## src/rtl/led_scan_if.sv

```systemverilog
// -----------------------------------------------------------------------------
// led_scan_if
// Bus between the ALU side and the LED scan controller.
//   led_in    : 8-bit segment pattern from the ALU (bit7=a .. bit1=g, bit0=dp)
//   out_valid : one-cycle strobe qualifying led_in (ALU OUT instruction)
//   hlt       : ALU halt output
//   clear     : synchronous buffer clear
//   seg_n     : active-low segment drive, same bit order as led_in
//   dig_n     : active-low digit select, bit 0 = rightmost digit
//   count     : number of valid buffer entries
//   halted    : sticky halt flag
// master = ALU / system side, slave = the scan controller.
// -----------------------------------------------------------------------------
interface led_scan_if #(
  parameter int DIGITS = 4
);
  logic [7:0]        led_in;
  logic              out_valid;
  logic              hlt;
  logic              clear;
  logic [7:0]        seg_n;
  logic [DIGITS-1:0] dig_n;
  logic [3:0]        count;
  logic              halted;

  modport master (
    output led_in, out_valid, hlt, clear,
    input  seg_n, dig_n, count, halted
  );

  modport slave (
    input  led_in, out_valid, hlt, clear,
    output seg_n, dig_n, count, halted
  );
endinterface

```

## src/rtl/led_scan_ctrl.sv

```systemverilog
// -----------------------------------------------------------------------------
// led_scan_ctrl
// Captures the seven-segment patterns the ALU emits on OUT into a DIGITS-deep
// shift buffer and time-multiplexes them onto a common-anode display. Every
// digit slot is SCAN_DIV cycles long and starts with one blank cycle so two
// digits are never driven at once. A halt from the ALU is latched and shown
// by forcing the decimal point of digit 0 on.
// Ports:
//   clk   : system clock, rising edge
//   rst_n : asynchronous active-low reset
//   bus   : led_scan_if slave modport (see interface for signal list)
// -----------------------------------------------------------------------------
module led_scan_ctrl #(
  parameter int DIGITS   = 4,     // 2..8
  parameter int SCAN_DIV = 1024   // cycles per digit slot, >= 2
) (
  input logic     clk,
  input logic     rst_n,
  led_scan_if.slave bus
);

  localparam int IDX_W = $clog2(DIGITS);
  localparam int PRE_W = $clog2(SCAN_DIV);

  localparam logic [IDX_W-1:0] IDX_LAST  = IDX_W'(DIGITS - 1);
  localparam logic [PRE_W-1:0] PRE_LAST  = PRE_W'(SCAN_DIV - 1);
  localparam logic [3:0]       COUNT_MAX = 4'(DIGITS);

  logic [7:0]        digit_buf_q [DIGITS];
  logic [7:0]        digit_buf_d [DIGITS];
  logic [3:0]        count_q, count_d;
  logic              halted_q, halted_d;
  logic [PRE_W-1:0]  pre_q, pre_d;
  logic [IDX_W-1:0]  idx_q, idx_d;
  logic [7:0]        seg_n_q, seg_n_d;
  logic [DIGITS-1:0] dig_n_q, dig_n_d;

  // NOTE: every signal written here gets its default first, so no path
  // leaves a value unassigned and no latch is inferred.
  always_comb begin
    digit_buf_d = digit_buf_q;
    count_d     = count_q;
    halted_d    = halted_q | bus.hlt;
    pre_d       = pre_q + 1'b1;
    idx_d       = idx_q;
    seg_n_d     = '1;
    dig_n_d     = '1;

    // Clear wins over a simultaneous write; halt freezes the buffer.
    if (bus.clear) begin
      for (int i = 0; i < DIGITS; i++) digit_buf_d[i] = '0;
      count_d = '0;
    end else if (bus.out_valid && !halted_q) begin
      digit_buf_d[0] = bus.led_in;
      for (int i = 1; i < DIGITS; i++) digit_buf_d[i] = digit_buf_q[i-1];
      count_d = (count_q == COUNT_MAX) ? count_q : count_q + 4'd1;
    end

    // Free-running scan, independent of writes, clear and halt.
    if (pre_q == PRE_LAST) begin
      pre_d = '0;
      idx_d = (idx_q == IDX_LAST) ? '0 : idx_q + 1'b1;
    end

    // pre == 0 is the dead-time slot: everything off between digits.
    if (pre_q != '0) begin
      dig_n_d = ~(DIGITS'(1) << idx_q);
      seg_n_d = ~(digit_buf_q[idx_q] |
                  ((halted_q && (idx_q == '0)) ? 8'h01 : 8'h00));
    end
  end

  // NOTE: state registers use non-blocking assignments only, so every flop
  // samples the pre-edge value of every other flop.
  always_ff @(posedge clk or negedge rst_n) begin
    if (!rst_n) begin
      // NOTE: the buffer is a handful of flops, not a RAM, and an unwritten
      // digit must display blank, so it is reset like any other register.
      for (int i = 0; i < DIGITS; i++) digit_buf_q[i] <= '0;
      count_q  <= '0;
      halted_q <= 1'b0;
      pre_q    <= '0;
      idx_q    <= '0;
      seg_n_q  <= '1;
      dig_n_q  <= '1;
    end else begin
      digit_buf_q <= digit_buf_d;
      count_q     <= count_d;
      halted_q    <= halted_d;
      pre_q       <= pre_d;
      idx_q       <= idx_d;
      seg_n_q     <= seg_n_d;
      dig_n_q     <= dig_n_d;
    end
  end

  assign bus.seg_n  = seg_n_q;
  assign bus.dig_n  = dig_n_q;
  assign bus.count  = count_q;
  assign bus.halted = halted_q;

endmodule

```

## src/flat_wrapper.sv

```systemverilog
// flat-port wrapper written by rule: the top's interface ports become plain ports
module led_scan_ctrl_flat 
#(
  parameter int DIGITS   = 4,            
  parameter int SCAN_DIV = 1024                                 
)
  (clk, rst_n, bus_led_in, bus_out_valid, bus_hlt, bus_clear, bus_seg_n, bus_dig_n, bus_count, bus_halted);
  led_scan_if #(.DIGITS(DIGITS)) bus_i ();
  input logic clk;
  input logic rst_n;
  input wire logic [$bits(bus_i.led_in)-1:0] bus_led_in;
  input wire logic [$bits(bus_i.out_valid)-1:0] bus_out_valid;
  input wire logic [$bits(bus_i.hlt)-1:0] bus_hlt;
  input wire logic [$bits(bus_i.clear)-1:0] bus_clear;
  output wire logic [$bits(bus_i.seg_n)-1:0] bus_seg_n;
  output wire logic [$bits(bus_i.dig_n)-1:0] bus_dig_n;
  output wire logic [$bits(bus_i.count)-1:0] bus_count;
  output wire logic [$bits(bus_i.halted)-1:0] bus_halted;
  assign bus_i.led_in = bus_led_in;
  assign bus_i.out_valid = bus_out_valid;
  assign bus_i.hlt = bus_hlt;
  assign bus_i.clear = bus_clear;
  assign bus_seg_n = bus_i.seg_n;
  assign bus_dig_n = bus_i.dig_n;
  assign bus_count = bus_i.count;
  assign bus_halted = bus_i.halted;
  led_scan_ctrl #(.DIGITS(DIGITS), .SCAN_DIV(SCAN_DIV)) u_core (.clk(clk), .rst_n(rst_n), .bus(bus_i));
endmodule
```

## config.mk

```make
export PLATFORM = sky130hd
export DESIGN_NAME = led_scan_ctrl_flat
export DESIGN_NICKNAME = d
export VERILOG_FILES = /design/src/rtl/led_scan_if.sv /design/src/rtl/led_scan_ctrl.sv /design/src/flat_wrapper.sv
export SDC_FILE = /design/constraint.sdc
export NUM_CORES = 1
export LEC_CHECK = 0
export ABC_CLOCK_PERIOD_IN_PS = 1560
export BUFFER_PORTS_ARGS = -buffer_cell sky130_fd_sc_hd__buf_2
export CAP_MARGIN = 20
export CORE_ASPECT_RATIO = 0.6
export CORE_MARGIN = 4
export CORE_UTILIZATION = 35
export DETAILED_ROUTE_END_ITERATION = 10
export HOLD_SLACK_MARGIN = 0.05
export SLEW_MARGIN = 10
export SYNTH_ARGS = -nofsm -noshare
export SYNTH_HDL_FRONTEND = slang
export SYNTH_SLANG_ARGS = --single-unit
```

## constraint.sdc

```tcl
create_clock -name clk -period 1.56 [get_ports clk]
set_input_delay 0.156 -clock clk [delete_from_list [all_inputs] [get_ports clk]]
set_output_delay 0.156 -clock clk [all_outputs]
set_load 0.01 [all_outputs]
```

==> summary by stage <==
Timing
Setup repair after global routing left no endpoint under its margin. The period utilization is 91.5%. The number of failing hold endpoints at the final stage is 0. The setup-violating endpoint count in the final report is 0. The number of pins exceeding their max-slew limit in the final report was 0. The actual slew at the worst max-slew pin is 0.399 ns. On the final layout, the worst clock skew is 0.00502 ns. In this run the tightest slew margin relative to its limit is 73.4%. After routing, the total negative slack on setup checks comes to 0 ns.

The highest clock rate is 701 MHz. The worst path in the final design needs a cycle of 1.43 ns, including I/O delays and setup.

GRT
The first global-routing pass estimated 9770 um of wire. The via count of the first global-routing pass is between 1,500 and 2,000. Entering global routing, the biggest net connects 62 pins. The total congestion overflow after global routing is 0. The global-route usage over all layers is 13.8%. The number of antenna violations at the first check in global routing came to 0.

Place
The routability congestion estimate is 0.824. The total cell area at the placement stage is 0.00307 mm2. Summed over all nets, the half-perimeter wirelength after detailed placement is 3650 um. The total placed cells including tap cells is around 390.

Input and output buffers added on the ports amount to 29.

Setup path
Traced cell by cell, the critical path runs through inv_1, ha_1, or4_1, a21oi_1. The critical path in this run is classified as flip-flop to flip-flop. The cell with the largest stage delay on the worst path is sky130_fd_sc_hd__or4_1.

The element type at the critical path start is a flip-flop. The data required time at the worst endpoint is around 1.8 ns. The top fanout value on the critical path is 5. The delay of the slowest critical-path stage is 0.52 ns.

The worst setup path is captured at a flip-flop. The endpoint arrival time on the critical path is ~1.7 ns. Across all register-to-register paths, the minimum setup slack is 0.13 ns.

Yosys
The synthesized design contains 0 enable-type register cells. The portion of synthesized cell area occupied by the leading cell type is 44.5%. The Yosys step of the flow raised 0 warnings. The simple-gate share of the synthesized area is 18.7%. The multiplexer share of the synthesized area is 7.35%. The parity-gate share of the synthesized area counting xor and xnor cells is 1.59%. When the netlist entered floorplanning its net count stood at 286.

The most area-hungry cell type in the Yosys netlist is sky130_fd_sc_hd__dfrtp_1. After synthesis the netlist holds a flip-flop and latch count of 61. The average instance area after synthesis is 10.4 um2.

The register area share after synthesis is 55.9%. By area, the combinational part of the netlist is dominated by simple AND/OR/NAND/NOR gates. The netlist uses 36 different library cells. The prevailing post-synth register cell is sky130_fd_sc_hd__dfrtp_1.

The area share of fa/ha/maj cells after synthesis is 3.63%. The fraction of registers with async set or reset after synthesis is 100%. The synthesized-area fraction occupied by ao, oa, aoi and oai cells is roughly 8.9%.

The netlist area before placement is 0.00276 mm2. The synthesized instance count is 265. In the post-synthesis netlist, the biggest area contributors are sky130_fd_sc_hd__dfrtp_1 44%, sky130_fd_sc_hd__dfstp_2 11%, sky130_fd_sc_hd__nand2_1 11%, sky130_fd_sc_hd__a21oi_1 6.7%, sky130_fd_sc_hd__mux4_2 6.5%.

Power
The analysis attributes to cell leakage a power of between 1 and 1.5 nW. IR analysis of the VDD net gives a maximum drop of 682 uV. Dividing total power by cell area gives a power density of 1080 mW/mm2.

Clock network
TritonCTS built the clock tree. Clock tree synthesis selected as its root buffer the cell sky130_fd_sc_hd__clkbuf_16. The clock latency reported for the late side of the worst-skew pair is 0.33 ns. The clock sink count is 61. The clock transition at the registers of the reported paths is 0.05 ns.

Counting along the longest clock path gives a buffer depth of 2. The number of buffers created by CTS is 9. The H-tree generated during clock tree synthesis spans 3 levels.

Final layout
The fraction of final layout cells sized beyond drive strength 1 is 26.8%. The combined area of the multi-input logic cells is 0.00111 mm2. Once layout is done, the placed cells without fillers occupy 0.00344 mm2.

The post-route non-filler standard cell count is 414. Compared with the post-synthesis result, the final layout area differs by 24.9%. At the end of the flow, the number of nets in the layout was 326. The sequential standard cell area is 0.00154 mm2. Counting the fill cells in the layout gives about 730. The number of antenna diodes in the final layout is 0.

Floorplanning
The cell row count is 24. The number of placed I/O pins is 30. The die extent in x is about 120 um. The overall die area is around 0.0094 mm2. The die is ~77 um tall. The core area is 0.00745 mm2. Once the floorplan was initialized, standard cells occupied 37.0% of the core.

Route
The number of vias in the routed layout is 1,989. The number of iterations in the first detailed-routing pass is 5. The number of antenna-violating nets in the routed design is 0.

The final routed DRC violation total is 0. The detail-routed net length per standard cell is 13.8 um. The number of vias per cell after detailed routing is 4.80. The first routing iteration left 148 violations. The routed design has ~5700 um of wire.

Flow run
Across the run, the number of max-cap violations was 0.

Hold path
The kind of path behind the tightest hold check is input port to flip-flop.

Run status
The flow ran to the end, and the final reports show no timing, DRC or antenna violations.
Yosys cell counts, types with 2 or more instances:
cell type and number:
sky130_fd_sc_hd__nand2_1 79, sky130_fd_sc_hd__dfrtp_1 49, sky130_fd_sc_hd__a21oi_1 37, sky130_fd_sc_hd__dfstp_2 12
sky130_fd_sc_hd__inv_1 9, sky130_fd_sc_hd__nand3_1 9, sky130_fd_sc_hd__ha_1 8, sky130_fd_sc_hd__mux4_2 8
sky130_fd_sc_hd__buf_2 6, sky130_fd_sc_hd__clkbuf_1 6, sky130_fd_sc_hd__o21ai_0 5, sky130_fd_sc_hd__nor2_1 3
sky130_fd_sc_hd__xnor2_1 3, sky130_fd_sc_hd__buf_1 2, sky130_fd_sc_hd__mux2_2 2, sky130_fd_sc_hd__nand4_1 2
sky130_fd_sc_hd__nor2b_1 2, sky130_fd_sc_hd__nor3_1 2, sky130_fd_sc_hd__or3_1 2, sky130_fd_sc_hd__or4_1 2
sky130_fd_sc_hd__xor2_1 2
layout by cell type, fill, tap and decap left out, drive strengths merged:
master       synthesis  layout
a211oi               1       1
a21o                 1       1
a21oi               37      37
and3b                1       1
and4                 1       1
buf                  9      39
bufinv               0       1
clkbuf               7      12
clkinv               0       3
dfrtp               49      49
dfstp               12      12
dlygate4sd3          0       6
ha                   8       8
inv                  9       9
mux2                 2       2
mux4                 8       8
nand2               79      79
nand2b               1       1
nand3                9       9
nand3b               1       1
nand4                3       3
nand4b               1       1
nor2                 3       3
nor2b                2       2
nor3                 3       3
nor4                 1       1
o2111a               1       1
o211ai               1       1
o21ai                5       5
or2                  1       1
or3                  2       2
or4                  2       2
xnor2                3       3
xor2                 2       2
cell type report:
cell class | instances | share of cell area, %
Clock buffer | 12 | 7.74
Inverter | 9 | 0.981
Multi-Input combinational cell | 179 | 32.2
Timing Repair Buffer | 45 | 9.23
Sequential cell | 61 | 44.8
Tap cell | 104 | 3.78
Clock inverter | 4 | 1.31
critical path: cells and delay by family, from the launching register on:
kind,cells,cell delay (ns)
adder cells (fa/ha/maj),1,0.23
buffers and inverters,1,0.08
flip-flops,1,0.40
AND/OR/NAND/NOR,1,0.52
AO/OA/AOI/OAI,1,0.12
layer usage:
layer	track usage, %	wire, um	up-vias
met2	18.8	2500	50
met3	6.10	394	11
li1	-	-	975
met1	18.6	2700	953
met4	6.70	123	0
met5	0	0	-
registers in the layout, summed over array words and instances, names as in the netlist:
| name | count |
|---|---|
| u_core.bus.seg_n | 8 |
| u_core.bus.dig_n | 4 |
| u_core.idx_q | 2 |
| u_core.bus.halted | 1 |
| u_core.bus.count | 4 |
| u_core.pre_q | 10 |
| u_core.digit_buf_q | 32 |
path summary, 6_finish.rpt:
kind | depth (start not counted) | from | end
worst max-delay path | 4 | u_core.bus.count[0]$_DFFE_PN0P_ | u_core.bus.count[3]$_DFFE_PN0P_
max in group asynchronous | 3 | rst_n | u_core.bus.seg_n[4]$_DFF_PN1_
min in group asynchronous | 3 | rst_n | u_core.bus.count[3]$_DFFE_PN0P_
worst min-delay path | 3 | bus_led_in[5] | u_core.digit_buf_q[29]$_DFFE_PN0P_
worst min register to register | 2 | u_core.digit_buf_q[0]$_DFFE_PN0P_ | u_core.digit_buf_q[0]$_DFFE_PN0P_
worst max register to register | 4 | u_core.bus.count[0]$_DFFE_PN0P_ | u_core.bus.count[3]$_DFFE_PN0P_
where the power goes:
| part | switching, mW | internal (mW) |
|---|---|---|
| logic | 0.0517 | 0.0280 |
| registers | 0.0000000000000108 | 1.59 |
| clock network | 0.688 | 1.36 |
| total | 0.740 | 2.97 |
timing repair:
item,in CTS,in global routing
gates resized for setup,0,0
hold buffers,6,0
hold endpoints to repair,54,0
buffers inserted,0,0
stage by stage:
step           setup WS [ns]  hold slack [ns]  utilization, %  total power [mW]
2_1_floorplan         0.0840           -0.140               -              1.62
3_5_place_dp           0.127            0.191            41.2              1.68
5_1_grt               0.0415           0.0658            46.2              3.86
6_report               0.133           0.0684            46.2              3.71
3_3_place_gp           0.176            0.192            41.2              1.68
4_1_cts                0.121           0.0504            46.2              3.78
kinds of logic (layout without fill, tap and decap cells):
logic type	Yosys count	in the layout
simple gates	110	110
compound gates	46	46
fa+ha+maj	8	8
xor+xnor	5	5
mux	10	10
flops	61	61
buf+inv	25	70
Power figures use the tool's default switching activity.
